### src/rtl/reaction_pkg.sv
// Shared state encoding, constants and helper functions for the reaction_arena game core.
package reaction_pkg;

  typedef enum logic [2:0] {
    IDLE     = 3'd0,
    ARM      = 3'd1,
    WAIT     = 3'd2,
    GO       = 3'd3,
    COOLDOWN = 3'd4
  } state_t;

  localparam int REACTION_MS_W = 12;
  localparam int MS_CNT_W      = 16;

  localparam logic [REACTION_MS_W-1:0] LVL_FAST_MS = 12'd200;
  localparam logic [REACTION_MS_W-1:0] LVL_MID_MS  = 12'd350;
  localparam logic [REACTION_MS_W-1:0] LVL_SLOW_MS = 12'd500;
  localparam logic [REACTION_MS_W-1:0] MS_SAT      = 12'hFFF;

  localparam logic [15:0] LFSR_SEED = 16'hACE1;
  localparam logic [15:0] LFSR_TAPS = 16'hB400;

  // Galois right-shift form of x^16+x^14+x^13+x^11+1; a non-zero state never reaches zero.
  function automatic logic [15:0] lfsr_step(input logic [15:0] s);
    if (s[0]) begin
      return {1'b0, s[15:1]} ^ LFSR_TAPS;
    end else begin
      return {1'b0, s[15:1]};
    end
  endfunction

  function automatic logic [REACTION_MS_W-1:0] sat_ms(input logic [MS_CNT_W-1:0] ms);
    if (ms > {{(MS_CNT_W-REACTION_MS_W){1'b0}}, MS_SAT}) begin
      return MS_SAT;
    end else begin
      return ms[REACTION_MS_W-1:0];
    end
  endfunction

  function automatic logic [2:0] lvl_from_ms(input logic [REACTION_MS_W-1:0] ms);
    if (ms < LVL_FAST_MS) begin
      return 3'b111;
    end else if (ms < LVL_MID_MS) begin
      return 3'b011;
    end else if (ms < LVL_SLOW_MS) begin
      return 3'b001;
    end else begin
      return 3'b000;
    end
  endfunction

endpackage

### src/rtl/reaction_arena_if.sv
// Button inputs and game outputs of reaction_arena; slave is the game core, master is its user.
interface reaction_arena_if #(
  parameter int NUM_PLAYERS = 2
);
  import reaction_pkg::*;

  logic [NUM_PLAYERS-1:0]   buttons;
  logic                     rdy_led;
  logic                     go_led;
  logic                     cooldown_led;
  logic [NUM_PLAYERS-1:0]   winner;
  logic [NUM_PLAYERS-1:0]   false_start;
  logic [REACTION_MS_W-1:0] reaction_ms;
  logic [2:0]               lvl_led;
  logic                     result_valid;

  modport master (
    output buttons,
    input  rdy_led, go_led, cooldown_led, winner, false_start, reaction_ms, lvl_led, result_valid
  );

  modport slave (
    input  buttons,
    output rdy_led, go_led, cooldown_led, winner, false_start, reaction_ms, lvl_led, result_valid
  );

endinterface

### src/rtl/reaction_input_cond.sv
// One button: 2-flop synchroniser, optional debouncer (REACTION_ARENA_DEBOUNCE_EN), rising-edge detector.
module reaction_input_cond #(
  parameter int DB_CYC = 60
) (
  input  logic clk,
  input  logic rst_n,
  input  logic i_btn,
  output logic o_edge
);

  logic r_sync1;
  logic r_sync2;
  logic r_prev;
  logic w_level;

  // Bring the raw button into the clock domain.
  always_ff @(posedge clk or negedge rst_n) begin
    if (!rst_n) begin
      r_sync1 <= 1'b0;
      r_sync2 <= 1'b0;
    end else begin
      r_sync1 <= i_btn;
      r_sync2 <= r_sync1;
    end
  end

`ifdef REACTION_ARENA_DEBOUNCE_EN
  localparam int DB_W = (DB_CYC > 1) ? $clog2(DB_CYC + 1) : 1;

  logic [DB_W-1:0] r_db_cnt;
  logic            r_stable;

  // Accept a new level only after it has held for DB_CYC consecutive clocks.
  always_ff @(posedge clk or negedge rst_n) begin
    if (!rst_n) begin
      r_db_cnt <= '0;
      r_stable <= 1'b0;
    end else if (r_sync2 == r_stable) begin
      r_db_cnt <= '0;
    end else if (r_db_cnt == DB_W'(DB_CYC - 1)) begin
      r_db_cnt <= '0;
      r_stable <= r_sync2;
    end else begin
      r_db_cnt <= r_db_cnt + DB_W'(1);
    end
  end

  assign w_level = r_stable;
`else
  logic w_unused_db;
  assign w_unused_db = DB_CYC[0];
  assign w_level     = r_sync2;
`endif

  // Remember the previous level for edge detection.
  always_ff @(posedge clk or negedge rst_n) begin
    if (!rst_n) begin
      r_prev <= 1'b0;
    end else begin
      r_prev <= w_level;
    end
  end

  assign o_edge = w_level & ~r_prev;

endmodule

### src/rtl/reaction_arena.sv
// Multi-player reaction game core: random wait, GO lamp, ms timing, false starts, winner and speed bar.
// Build option: define REACTION_ARENA_DEBOUNCE_EN to debounce every button for DEBOUNCE_MS.
module reaction_arena
  import reaction_pkg::*;
#(
  parameter int CLK_HZ         = 12000000,
  parameter int NUM_PLAYERS    = 2,
  parameter int WAIT_MIN_MS    = 1000,
  parameter int WAIT_SPAN_LOG2 = 11,
  parameter int TIMEOUT_MS     = 2000,
  parameter int COOLDOWN_MS    = 1500,
  parameter int DEBOUNCE_MS    = 5
) (
  input  logic              clk,
  input  logic              rst_n,
  reaction_arena_if.slave   bus
);

  localparam int DIV    = CLK_HZ / 1000;
  localparam int PRE_W  = (DIV > 1) ? $clog2(DIV) : 1;
  localparam int DB_CYC = DIV * DEBOUNCE_MS;

  state_t                   r_state, w_state_nxt;
  logic [PRE_W-1:0]         r_pre;
  logic [MS_CNT_W-1:0]      r_ms, r_wait, w_wait_nxt;
  logic [15:0]              r_lfsr;
  logic                     w_tick;
  logic [NUM_PLAYERS-1:0]   w_edges, w_valid, w_pick, w_fs_all;
  logic [NUM_PLAYERS-1:0]   r_winner, w_winner_nxt, r_false_start, w_fs_nxt;
  logic [REACTION_MS_W-1:0] r_reaction_ms, w_rms_nxt;
  logic                     r_result_valid, w_rv_nxt;
  logic                     r_rdy_led, r_go_led, r_cooldown_led;
  logic [2:0]               r_lvl_led;

  for (genvar gi = 0; gi < NUM_PLAYERS; gi++) begin : g_cond
    reaction_input_cond #(.DB_CYC(DB_CYC)) u_cond (
      .clk    (clk),
      .rst_n  (rst_n),
      .i_btn  (bus.buttons[gi]),
      .o_edge (w_edges[gi])
    );
  end

  assign w_tick   = (r_pre == PRE_W'(DIV - 1));
  assign w_valid  = w_edges & ~r_false_start;
  // Isolate the lowest set bit so simultaneous presses go to the lowest index.
  assign w_pick   = w_valid & (~w_valid + NUM_PLAYERS'(1));
  assign w_fs_all = r_false_start | w_edges;

  // Free-running random source for the pre-GO wait.
  always_ff @(posedge clk or negedge rst_n) begin
    if (!rst_n) begin
      r_lfsr <= LFSR_SEED;
    end else begin
      r_lfsr <= lfsr_step(r_lfsr);
    end
  end

  // ms prescaler and ms counter, both restarted on every state entry.
  always_ff @(posedge clk or negedge rst_n) begin
    if (!rst_n) begin
      r_pre <= '0;
      r_ms  <= '0;
    end else if (w_state_nxt != r_state) begin
      r_pre <= '0;
      r_ms  <= '0;
    end else if (w_tick) begin
      r_pre <= '0;
      r_ms  <= r_ms + MS_CNT_W'(1);
    end else begin
      r_pre <= r_pre + PRE_W'(1);
    end
  end

  // Next state and next result values.
  always_comb begin
    w_state_nxt  = r_state;
    w_wait_nxt   = r_wait;
    w_winner_nxt = r_winner;
    w_fs_nxt     = r_false_start;
    w_rms_nxt    = r_reaction_ms;
    w_rv_nxt     = 1'b0;
    case (r_state)
      IDLE: begin
        if (|w_edges) begin
          w_state_nxt = ARM;
        end else begin
          w_state_nxt = IDLE;
        end
      end
      ARM: begin
        w_winner_nxt = '0;
        w_fs_nxt     = '0;
        w_rms_nxt    = '0;
        w_wait_nxt   = MS_CNT_W'(WAIT_MIN_MS) + MS_CNT_W'(r_lfsr[WAIT_SPAN_LOG2-1:0]);
        w_state_nxt  = WAIT;
      end
      WAIT: begin
        // An edge landing on the expiry cycle is still a false start.
        w_fs_nxt = w_fs_all;
        if (&w_fs_all) begin
          w_winner_nxt = '0;
          w_rv_nxt     = 1'b1;
          w_state_nxt  = COOLDOWN;
        end else if (w_tick && ((r_ms + MS_CNT_W'(1)) >= r_wait)) begin
          w_state_nxt = GO;
        end else begin
          w_state_nxt = WAIT;
        end
      end
      GO: begin
        if (|w_valid) begin
          w_winner_nxt = w_pick;
          w_rms_nxt    = sat_ms(r_ms);
          w_rv_nxt     = 1'b1;
          w_state_nxt  = COOLDOWN;
        end else if (w_tick && (r_ms == MS_CNT_W'(TIMEOUT_MS - 1))) begin
          w_winner_nxt = '0;
          w_rms_nxt    = sat_ms(MS_CNT_W'(TIMEOUT_MS));
          w_rv_nxt     = 1'b1;
          w_state_nxt  = COOLDOWN;
        end else begin
          w_state_nxt = GO;
        end
      end
      COOLDOWN: begin
        if (w_tick && (r_ms == MS_CNT_W'(COOLDOWN_MS - 1))) begin
          w_state_nxt = IDLE;
        end else begin
          w_state_nxt = COOLDOWN;
        end
      end
      default: begin
        w_state_nxt = IDLE;
      end
    endcase
  end

  // State, results and lamps, all registered.
  always_ff @(posedge clk or negedge rst_n) begin
    if (!rst_n) begin
      r_state        <= IDLE;
      r_wait         <= '0;
      r_winner       <= '0;
      r_false_start  <= '0;
      r_reaction_ms  <= '0;
      r_result_valid <= 1'b0;
      r_rdy_led      <= 1'b0;
      r_go_led       <= 1'b0;
      r_cooldown_led <= 1'b0;
      r_lvl_led      <= 3'b000;
    end else begin
      r_state        <= w_state_nxt;
      r_wait         <= w_wait_nxt;
      r_winner       <= w_winner_nxt;
      r_false_start  <= w_fs_nxt;
      r_reaction_ms  <= w_rms_nxt;
      r_result_valid <= w_rv_nxt;
      r_rdy_led      <= (w_state_nxt == IDLE);
      r_go_led       <= (w_state_nxt == GO);
      r_cooldown_led <= (w_state_nxt == COOLDOWN);
      r_lvl_led      <= (|w_winner_nxt) ? lvl_from_ms(w_rms_nxt) : 3'b000;
    end
  end

  assign bus.rdy_led      = r_rdy_led;
  assign bus.go_led       = r_go_led;
  assign bus.cooldown_led = r_cooldown_led;
  assign bus.winner       = r_winner;
  assign bus.false_start  = r_false_start;
  assign bus.reaction_ms  = r_reaction_ms;
  assign bus.lvl_led      = r_lvl_led;
  assign bus.result_valid = r_result_valid;

endmodule

### src/flat_wrapper.sv
// flat-port wrapper written by rule: the top's interface ports become plain ports
module reaction_arena_flat import reaction_pkg::*;
#(
  parameter int CLK_HZ         = 12000000,
  parameter int NUM_PLAYERS    = 2,
  parameter int WAIT_MIN_MS    = 1000,
  parameter int WAIT_SPAN_LOG2 = 11,
  parameter int TIMEOUT_MS     = 2000,
  parameter int COOLDOWN_MS    = 1500,
  parameter int DEBOUNCE_MS    = 5
)
  (clk, rst_n, bus_buttons, bus_rdy_led, bus_go_led, bus_cooldown_led, bus_winner, bus_false_start, bus_reaction_ms, bus_lvl_led, bus_result_valid);
  reaction_arena_if #(.NUM_PLAYERS(NUM_PLAYERS)) bus_i ();
  input  logic clk;
  input  logic rst_n;
  input wire logic [$bits(bus_i.buttons)-1:0] bus_buttons;
  output wire logic [$bits(bus_i.rdy_led)-1:0] bus_rdy_led;
  output wire logic [$bits(bus_i.go_led)-1:0] bus_go_led;
  output wire logic [$bits(bus_i.cooldown_led)-1:0] bus_cooldown_led;
  output wire logic [$bits(bus_i.winner)-1:0] bus_winner;
  output wire logic [$bits(bus_i.false_start)-1:0] bus_false_start;
  output wire logic [$bits(bus_i.reaction_ms)-1:0] bus_reaction_ms;
  output wire logic [$bits(bus_i.lvl_led)-1:0] bus_lvl_led;
  output wire logic [$bits(bus_i.result_valid)-1:0] bus_result_valid;
  assign bus_i.buttons = bus_buttons;
  assign bus_rdy_led = bus_i.rdy_led;
  assign bus_go_led = bus_i.go_led;
  assign bus_cooldown_led = bus_i.cooldown_led;
  assign bus_winner = bus_i.winner;
  assign bus_false_start = bus_i.false_start;
  assign bus_reaction_ms = bus_i.reaction_ms;
  assign bus_lvl_led = bus_i.lvl_led;
  assign bus_result_valid = bus_i.result_valid;
  reaction_arena #(.CLK_HZ(CLK_HZ), .NUM_PLAYERS(NUM_PLAYERS), .WAIT_MIN_MS(WAIT_MIN_MS), .WAIT_SPAN_LOG2(WAIT_SPAN_LOG2), .TIMEOUT_MS(TIMEOUT_MS), .COOLDOWN_MS(COOLDOWN_MS), .DEBOUNCE_MS(DEBOUNCE_MS)) u_core (.clk(clk), .rst_n(rst_n), .bus(bus_i));
endmodule
### config.mk
export PLATFORM = sky130hd
export DESIGN_NAME = reaction_arena_flat
export DESIGN_NICKNAME = d
export VERILOG_FILES = /design/src/rtl/reaction_pkg.sv /design/src/rtl/reaction_arena_if.sv /design/src/rtl/reaction_input_cond.sv /design/src/rtl/reaction_arena.sv /design/src/flat_wrapper.sv
export SDC_FILE = /design/constraint.sdc
export NUM_CORES = 1
export LEC_CHECK = 0
export ABC_AREA = 0
export ABC_CLOCK_PERIOD_IN_PS = 2730
export CAP_MARGIN = 20
export CORE_ASPECT_RATIO = 1.5
export CORE_MARGIN = 2
export CORE_UTILIZATION = 42
export CTS_CLUSTER_SIZE = 40
export DETAILED_ROUTE_END_ITERATION = 10
export GPL_ROUTABILITY_DRIVEN = 0
export GPL_TIMING_DRIVEN = 0
export PLACE_DENSITY = 0.73
export SLEW_MARGIN = 20
export SYNTH_ARGS = -nofsm -noshare
export SYNTH_HDL_FRONTEND = slang
export SYNTH_SLANG_ARGS = --single-unit
### constraint.sdc
create_clock -name clk -period 2.73 [get_ports clk]
set_input_delay 0.819 -clock clk [delete_from_list [all_inputs] [get_ports clk]]
set_output_delay 0.819 -clock clk [all_outputs]
set_load 0.005 [all_outputs]
==> impl_metrics.tcl, run 1 <==
set metrics [dict create \
    ios 27 \
    netlist_area_mm2 0.00434 \
    violations "negative setup slack" \
    grt_max_degree 60 \
    ant_nets 0 \
    cp_num_buf_inv 1 \
    status "finished, violations left" \
    ys_ff_latch 90 \
    crit_type "reg2reg" \
    antenna_cells 0 \
    power_leakage_nw 2.51 \
    rsz0062_at_grt "yes" \
    ys_seq_area_share_pct 52.2 \
    initial_core_util_pct 43.0 \
    critPathMaxStageDelay_ns 0.43 \
    fin_hold_ws_ns 0.349 \
    grt_first_pass_wirelength_um 16900 \
    clkTransAtPathRegs_ns 0.06 \
    hold_class "reg2reg" \
    relSlewSlack_pct 60.2 \
    routedWlPerCell_um 16.2 \
    layout_worst_path_cycle_share_pct 101 \
    syn_avg_cell_area_um2 9.90 \
    vdd_drop_max_v 0.000361 \
    ys_warn_count 0 \
    placed_cell_area_mm2 0.00478 \
    clk_latency_ns 0.35 \
    skew_ns 0.00962 \
    setup-tns-final_ns -0.0526 \
    startpoint_type "flip-flop" \
    drc_errors 0 \
    grt_pass1_vias 3472 \
    grt_antenna_before_repair 0 \
    die_w_um 87.0 \
    final_area_mm2 0.00552 \
    syn_inst 438 \
    slowest_stage "dfrtp_2" \
    first_iter_violations 225 \
    synth_ff_type "dfrtp_1" \
    cts.sinks 90 \
    drive_above_1_share_pct 21.2 \
    numPlacedInstances 582 \
    path_max_fanout 8 \
    root_buffer "clkbuf_16" \
    htree_levels 3 \
    finalNetCount 513 \
    first_pass_iters 4 \
    crit_family "compound AO/OA/AOI/OAI gates" \
    path_depth 14 \
    fin_cells 616 \
    fin_crit_ns 2.75 \
    setup_viol 7 \
    pre_cts_slack_ns -0.621 \
    syn_nets 457 \
    worstRegToRegCells 14 \
    core_area_mm2 0.0101 \
    die-area_mm2 0.0112 \
    rows 45 \
    dp_hpwl_um 6750 \
    finalWorstSetupSlack_ns -0.0191 \
    cp-end-kind "flip-flop" \
    cts_tree "done" \
    fin_util_pct 54.8 \
    slew_viol_final 0 \
    power_density_mw_per_mm2 773 \
    async_flop_share_pct 100 \
    numCtsBuffers 9 \
    finalHoldViolCount 0 \
    total_power_mw 4.27 \
    grt_overflow 0 \
    worstMarginPinSlew_ns 0.594 \
    drt-total-wl_um 10000 \
    port_buffers 26 \
    drv_cap 0 \
    track_usage_pct 19.6 \
    die_y_um 128 \
    worstPathRequired_ns 3.01 \
    vias 3362 \
    ys_types 52 \
    cts.path.max_buffers 2 \
    hold_depth 0 \
    areaGrowthSynthToFinish_pct 27.4 \
    fmax_mhz 364 \
    vias_per_cell 5.46 \
    synth_edf_count 0 \
    crit_chain "and3_4 > and2_4 > nand3_4 > xnor2_2 > ha_1 > a21o_1 > a21o_1 > a21oi_2 > nand2_1 > a211o_1 > a21oi_2 > o21ai_4 > buf_6 > nor2_4" \
    cp.arrival_ns 3.02 \
]
[logic make-up (layout without fill, tap and decap cells)]
logic type | Yosys count | count (layout) | synth area share, %
compound gates | 73 | 73 | 11.4
xor+xnor | 46 | 46 | 9.29
fa+ha+maj | 15 | 15 | 4.33
buf+inv | 42 | 103 | 3.90
flops | 90 | 90 | 52.2
simple gates | 172 | 172 | 18.9
[path summary, 6_finish.rpt]
check / to / from / slack (ns)
min in group asynchronous: u_core.r_pre[2] / rst_n / 0.41
min reg2reg: u_core.g_cond[1].u_cond.r_sync2 / u_core.g_cond[1].u_cond.r_sync1 / 0.35
max: u_core.r_ms[8] / u_core.r_ms[1] / -0.02
max in group asynchronous: u_core.r_lfsr[5] / rst_n / 1.63
max reg2reg: u_core.r_ms[8] / u_core.r_ms[1] / -0.02
min: u_core.g_cond[1].u_cond.r_sync2 / u_core.g_cond[1].u_cond.r_sync1 / 0.35
[timing repair]
action,4_1_cts,5_1_grt
resized for setup,34,32
hold buffers,0,0
pin swaps,25,11
buffers inserted,18,3
endpoints found under the setup margin,34,30
gates cloned,1,0
[layout by cell type, fill, tap and decap left out, drive strengths merged, types with 4 or more instances in the layout]
master / n
a31oi: 4
nand2: 44
inv: 27
nand3: 18
a21oi: 20
nand2b: 5
xnor2: 23
o21ai: 20
clkbuf: 19
or3: 4
nor2: 60
a21o: 8
dfstp: 8
buf: 28
o221a: 5
xor2: 23
and2: 5
dfrtp: 82
clkdlybuf4s50: 25
ha: 15
nor3: 10
nand4: 6
and3: 7
[where the power goes]
part | internal [mW] | leakage, nW | total (mW) | switching (mW)
clock network | 0.829 | 0.153 | 1.34 | 0.508
registers | 1.52 | 1.17 | 1.63 | 0.113
logic | 0.557 | 1.19 | 1.30 | 0.741
[layer usage]
layer  track usage, %  vias up  routed length [um]
li1                 -     1605                   -
met1             22.9     1663                3960
met2             33.0       66                5370
met3             2.95       28                 280
met4             12.8        0                 393
met5                0        -                   0
[layout make-up]
| type | instances | area [um^2] |
|---|---|---|
| Timing Repair Buffer | 49 | 458 |
| Multi-Input combinational cell | 306 | 2170 |
| Inverter | 27 | 101 |
| Tap cell | 117 | 146 |
| Buffer | 11 | 55.1 |
| Clock buffer | 12 | 246 |
| Fill cell | 821 | 4550 |
| Clock inverter | 4 | 76.3 |
| Sequential cell | 90 | 2270 |
[registers in the layout, indices dropped and copies added (netlist names), 3 cells and up]
register                count
u_core.r_lfsr              16
u_core.r_ms                16
u_core.r_pre               14
u_core.bus.reaction_ms     12
u_core.r_wait              12
u_core.bus.lvl_led          3
u_core.r_state              3
[cells in the mapped netlist (2+ instances only)]
cell type | number | area, um^2
dfrtp_1 | 82 | 2050
nor2_1 | 59 | 221
nand2_1 | 44 | 165
inv_1 | 27 | 101
xnor2_1 | 23 | 201
xor2_1 | 23 | 201
a21oi_1 | 20 | 100
nand3_1 | 18 | 90.1
o21ai_0 | 17 | 85.1
ha_1 | 15 | 188
clkbuf_1 | 10 | 37.5
nor3_1 | 10 | 50.1
a21o_1 | 8 | 60.1
dfstp_2 | 8 | 210
and3_1 | 7 | 43.8
nand4_1 | 6 | 37.5
and2_1 | 5 | 31.3
nand2b_1 | 5 | 31.3
o221a_2 | 5 | 56.3
a31oi_1 | 4 | 25.0
or3_1 | 4 | 25.0
and4_1 | 3 | 26.3
a22o_1 | 2 | 17.5
buf_2 | 2 | 10.0
nor4_1 | 2 | 12.5
o21ai_2 | 2 | 17.5
or4_1 | 2 | 15.0
Power figures use the tool's default switching activity.
==> run 2: changes to the inputs <==
--- a/config.mk
+++ b/config.mk
@@ -15,5 +15,4 @@
 export DETAILED_ROUTE_END_ITERATION = 10
 export GPL_ROUTABILITY_DRIVEN = 0
-export GPL_TIMING_DRIVEN = 0
 export PLACE_DENSITY = 0.73
 export SLEW_MARGIN = 20
@@ -21,2 +20,3 @@
 export SYNTH_HDL_FRONTEND = slang
 export SYNTH_SLANG_ARGS = --single-unit
+export TNS_END_PERCENT = 1
==> constraint.sdc (replaced) <==
create_clock -name clk -period 2.73 [get_ports clk]
set_input_delay 0.4095 -clock clk [delete_from_list [all_inputs] [get_ports clk]]
set_output_delay 0.4095 -clock clk [all_outputs]
set_load 0.005 [all_outputs]
==> run 2 against run 1 <==
Against the previous run: the run now ends clean; count of clock-buffer cells in the layout unchanged; design area decreased by 1.8%; clock skew down 0.0011 ns; global-route usage decreased by 0.76 points; power is 7.3% lower.
==> impl_metrics.tcl, run 2 (synthesized netlist as in run 1, its figures left out) <==
set metrics [dict create \
    dp_hpwl_um 7150 \
    drv_cap 0 \
    drc_errors 0 \
    pre_cts_slack_ns -0.0446 \
    vdd_drop_max_v 0.000324 \
    power_leakage_nw 2.54 \
    grt_max_degree 49 \
    layout_worst_path_cycle_share_pct 99.5 \
    cts.path.max_buffers 2 \
    first_pass_iters 6 \
    grt_pass1_vias 3466 \
    drt-total-wl_um 9910 \
    die-area_mm2 0.0112 \
    crit_path_start "u_core.r_ms[1]" \
    vias 3377 \
    fin_crit_ns 2.72 \
    finalWorstSetupSlack_ns 0.0148 \
    path_max_fanout 7 \
    rows 45 \
    startpoint_type "flip-flop" \
    slew_viol_final 0 \
    crit-reg2reg-launch "u_core.r_ms[1]" \
    cp-end-kind "flip-flop" \
    core_area_mm2 0.0101 \
    areaGrowthSynthToFinish_pct 25.2 \
    track_usage_pct 18.8 \
    fmax_mhz 368 \
    setup-tns-final_ns 0 \
    reg_top3 "u_core.r_lfsr (16), u_core.r_ms (16), u_core.r_pre (14)" \
    finalHoldViolCount 0 \
    power_density_mw_per_mm2 730 \
    die_y_um 128 \
    finalNetCount 524 \
    final_common_cell "dfrtp_1" \
    status "finished clean" \
    cts.sinks 90 \
    antenna_cells 0 \
    worstMarginPinSlew_ns 0.550 \
    numCtsBuffers 9 \
    drive_above_1_share_pct 20.0 \
    port_buffers 26 \
    rsz0062_at_grt "yes" \
    root_buffer "clkbuf_16" \
    crit_type "reg2reg" \
    initial_core_util_pct 43.0 \
    grt_antenna_before_repair 0 \
    grt_overflow 0 \
    die_w_um 87.0 \
    setup_viol 0 \
    routedWlPerCell_um 15.8 \
    clk_latency_ns 0.34 \
    grt_first_pass_wirelength_um 16300 \
    cts_tree "done" \
    ant_nets 0 \
    total_power_mw 3.96 \
    first_iter_violations 182 \
    worstPathRequired_ns 2.99 \
    fin_hold_ws_ns 0.0615 \
    ios 27 \
    fin_util_pct 53.8 \
    hold_class "in2async" \
    final_cell_mix "82 x dfrtp_1, 52 x nor2_1, 44 x nand2_1, 44 x buf_4, 27 x inv_1" \
    htree_levels 3 \
    clkTransAtPathRegs_ns 0.06 \
    vias_per_cell 5.39 \
    skew_ns 0.00853 \
    relSlewSlack_pct 63.3 \
    cp.arrival_ns 2.98 \
]
[run 2: worst paths after layout]
| check | to | slack, ns | cells after the start |
|---|---|---|---|
| max | u_core.r_ms[13] | 0.01 | 14 |
| min | u_core.r_pre[5] | 0.06 | 1 |
| max reg2reg | u_core.r_ms[13] | 0.01 | 14 |
| min reg2reg | u_core.g_cond[1].u_cond.r_sync2 | 0.35 | 0 |
| max in group asynchronous | u_core.r_ms[1] | 2.01 | 2 |
| min in group clk | u_core.g_cond[1].u_cond.r_sync2 | 0.35 | 0 |
[run 2: critical path: stages, from the launching register on]
cell	delay, ns
dfrtp_1	0.42
and3_4	0.21
and2_4	0.14
nand3_2	0.08
xnor2_1	0.15
ha_1	0.29
a21o_1	0.18
a21o_1	0.17
a21oi_1	0.13
nand2_1	0.06
a211o_1	0.25
a21oi_2	0.20
o21ai_4	0.10
buf_6	0.15
nor2_1	0.11
[run 2: per-layer routing]
metal / global-route usage, % / vias to the layer above / part of all wire (%)
met5: 0 / - / 0
met1: 21.4 / 1640 / 40
li1: - / 1630 / -
met2: 32.0 / 83 / 53
met3: 4.04 / 24 / 4.0
met4: 11.1 / 0 / 3.4
[run 2: timing repair]
item,in CTS,in global routing
hold buffers,0,0
endpoints found under the setup margin,15,30
pin swaps,1,7
setup buffers,1,2
gates resized for setup,2,21
[run 2: report_power, final]
| group | total (mW) | switching (mW) | leakage (nW) | internal (mW) |
|---|---|---|---|---|
| registers | 1.62 | 0.0965 | 1.18 | 1.52 |
| clock network | 1.16 | 0.493 | 0.139 | 0.665 |
| logic | 1.18 | 0.646 | 1.22 | 0.539 |
| total | 3.96 | 1.24 | 2.54 | 2.72 |
[run 2: per-stage QoR]
step	cell area, um^2	cells
final	5430	627
after global routing	5430	627
after CTS	5310	625
after detailed placement	5010	608
after global placement	5010	608
after floorplan	4350	438
[run 2: layout make-up]
cell class | count | area [um^2]
Clock buffer | 12 | 256
Clock inverter | 4 | 26.3
Fill cell | 839 | 4650
Inverter | 27 | 101
Multi-Input combinational cell | 306 | 2020
Sequential cell | 90 | 2260
Tap cell | 117 | 146
Timing Repair Buffer | 71 | 612
==> run 3: changes to the inputs <==
- CTS_CLUSTER_DIAMETER: not set -> 60
==> results of run 3 <==
No change in the layout: final DEF, timing and power equal those of run 2.
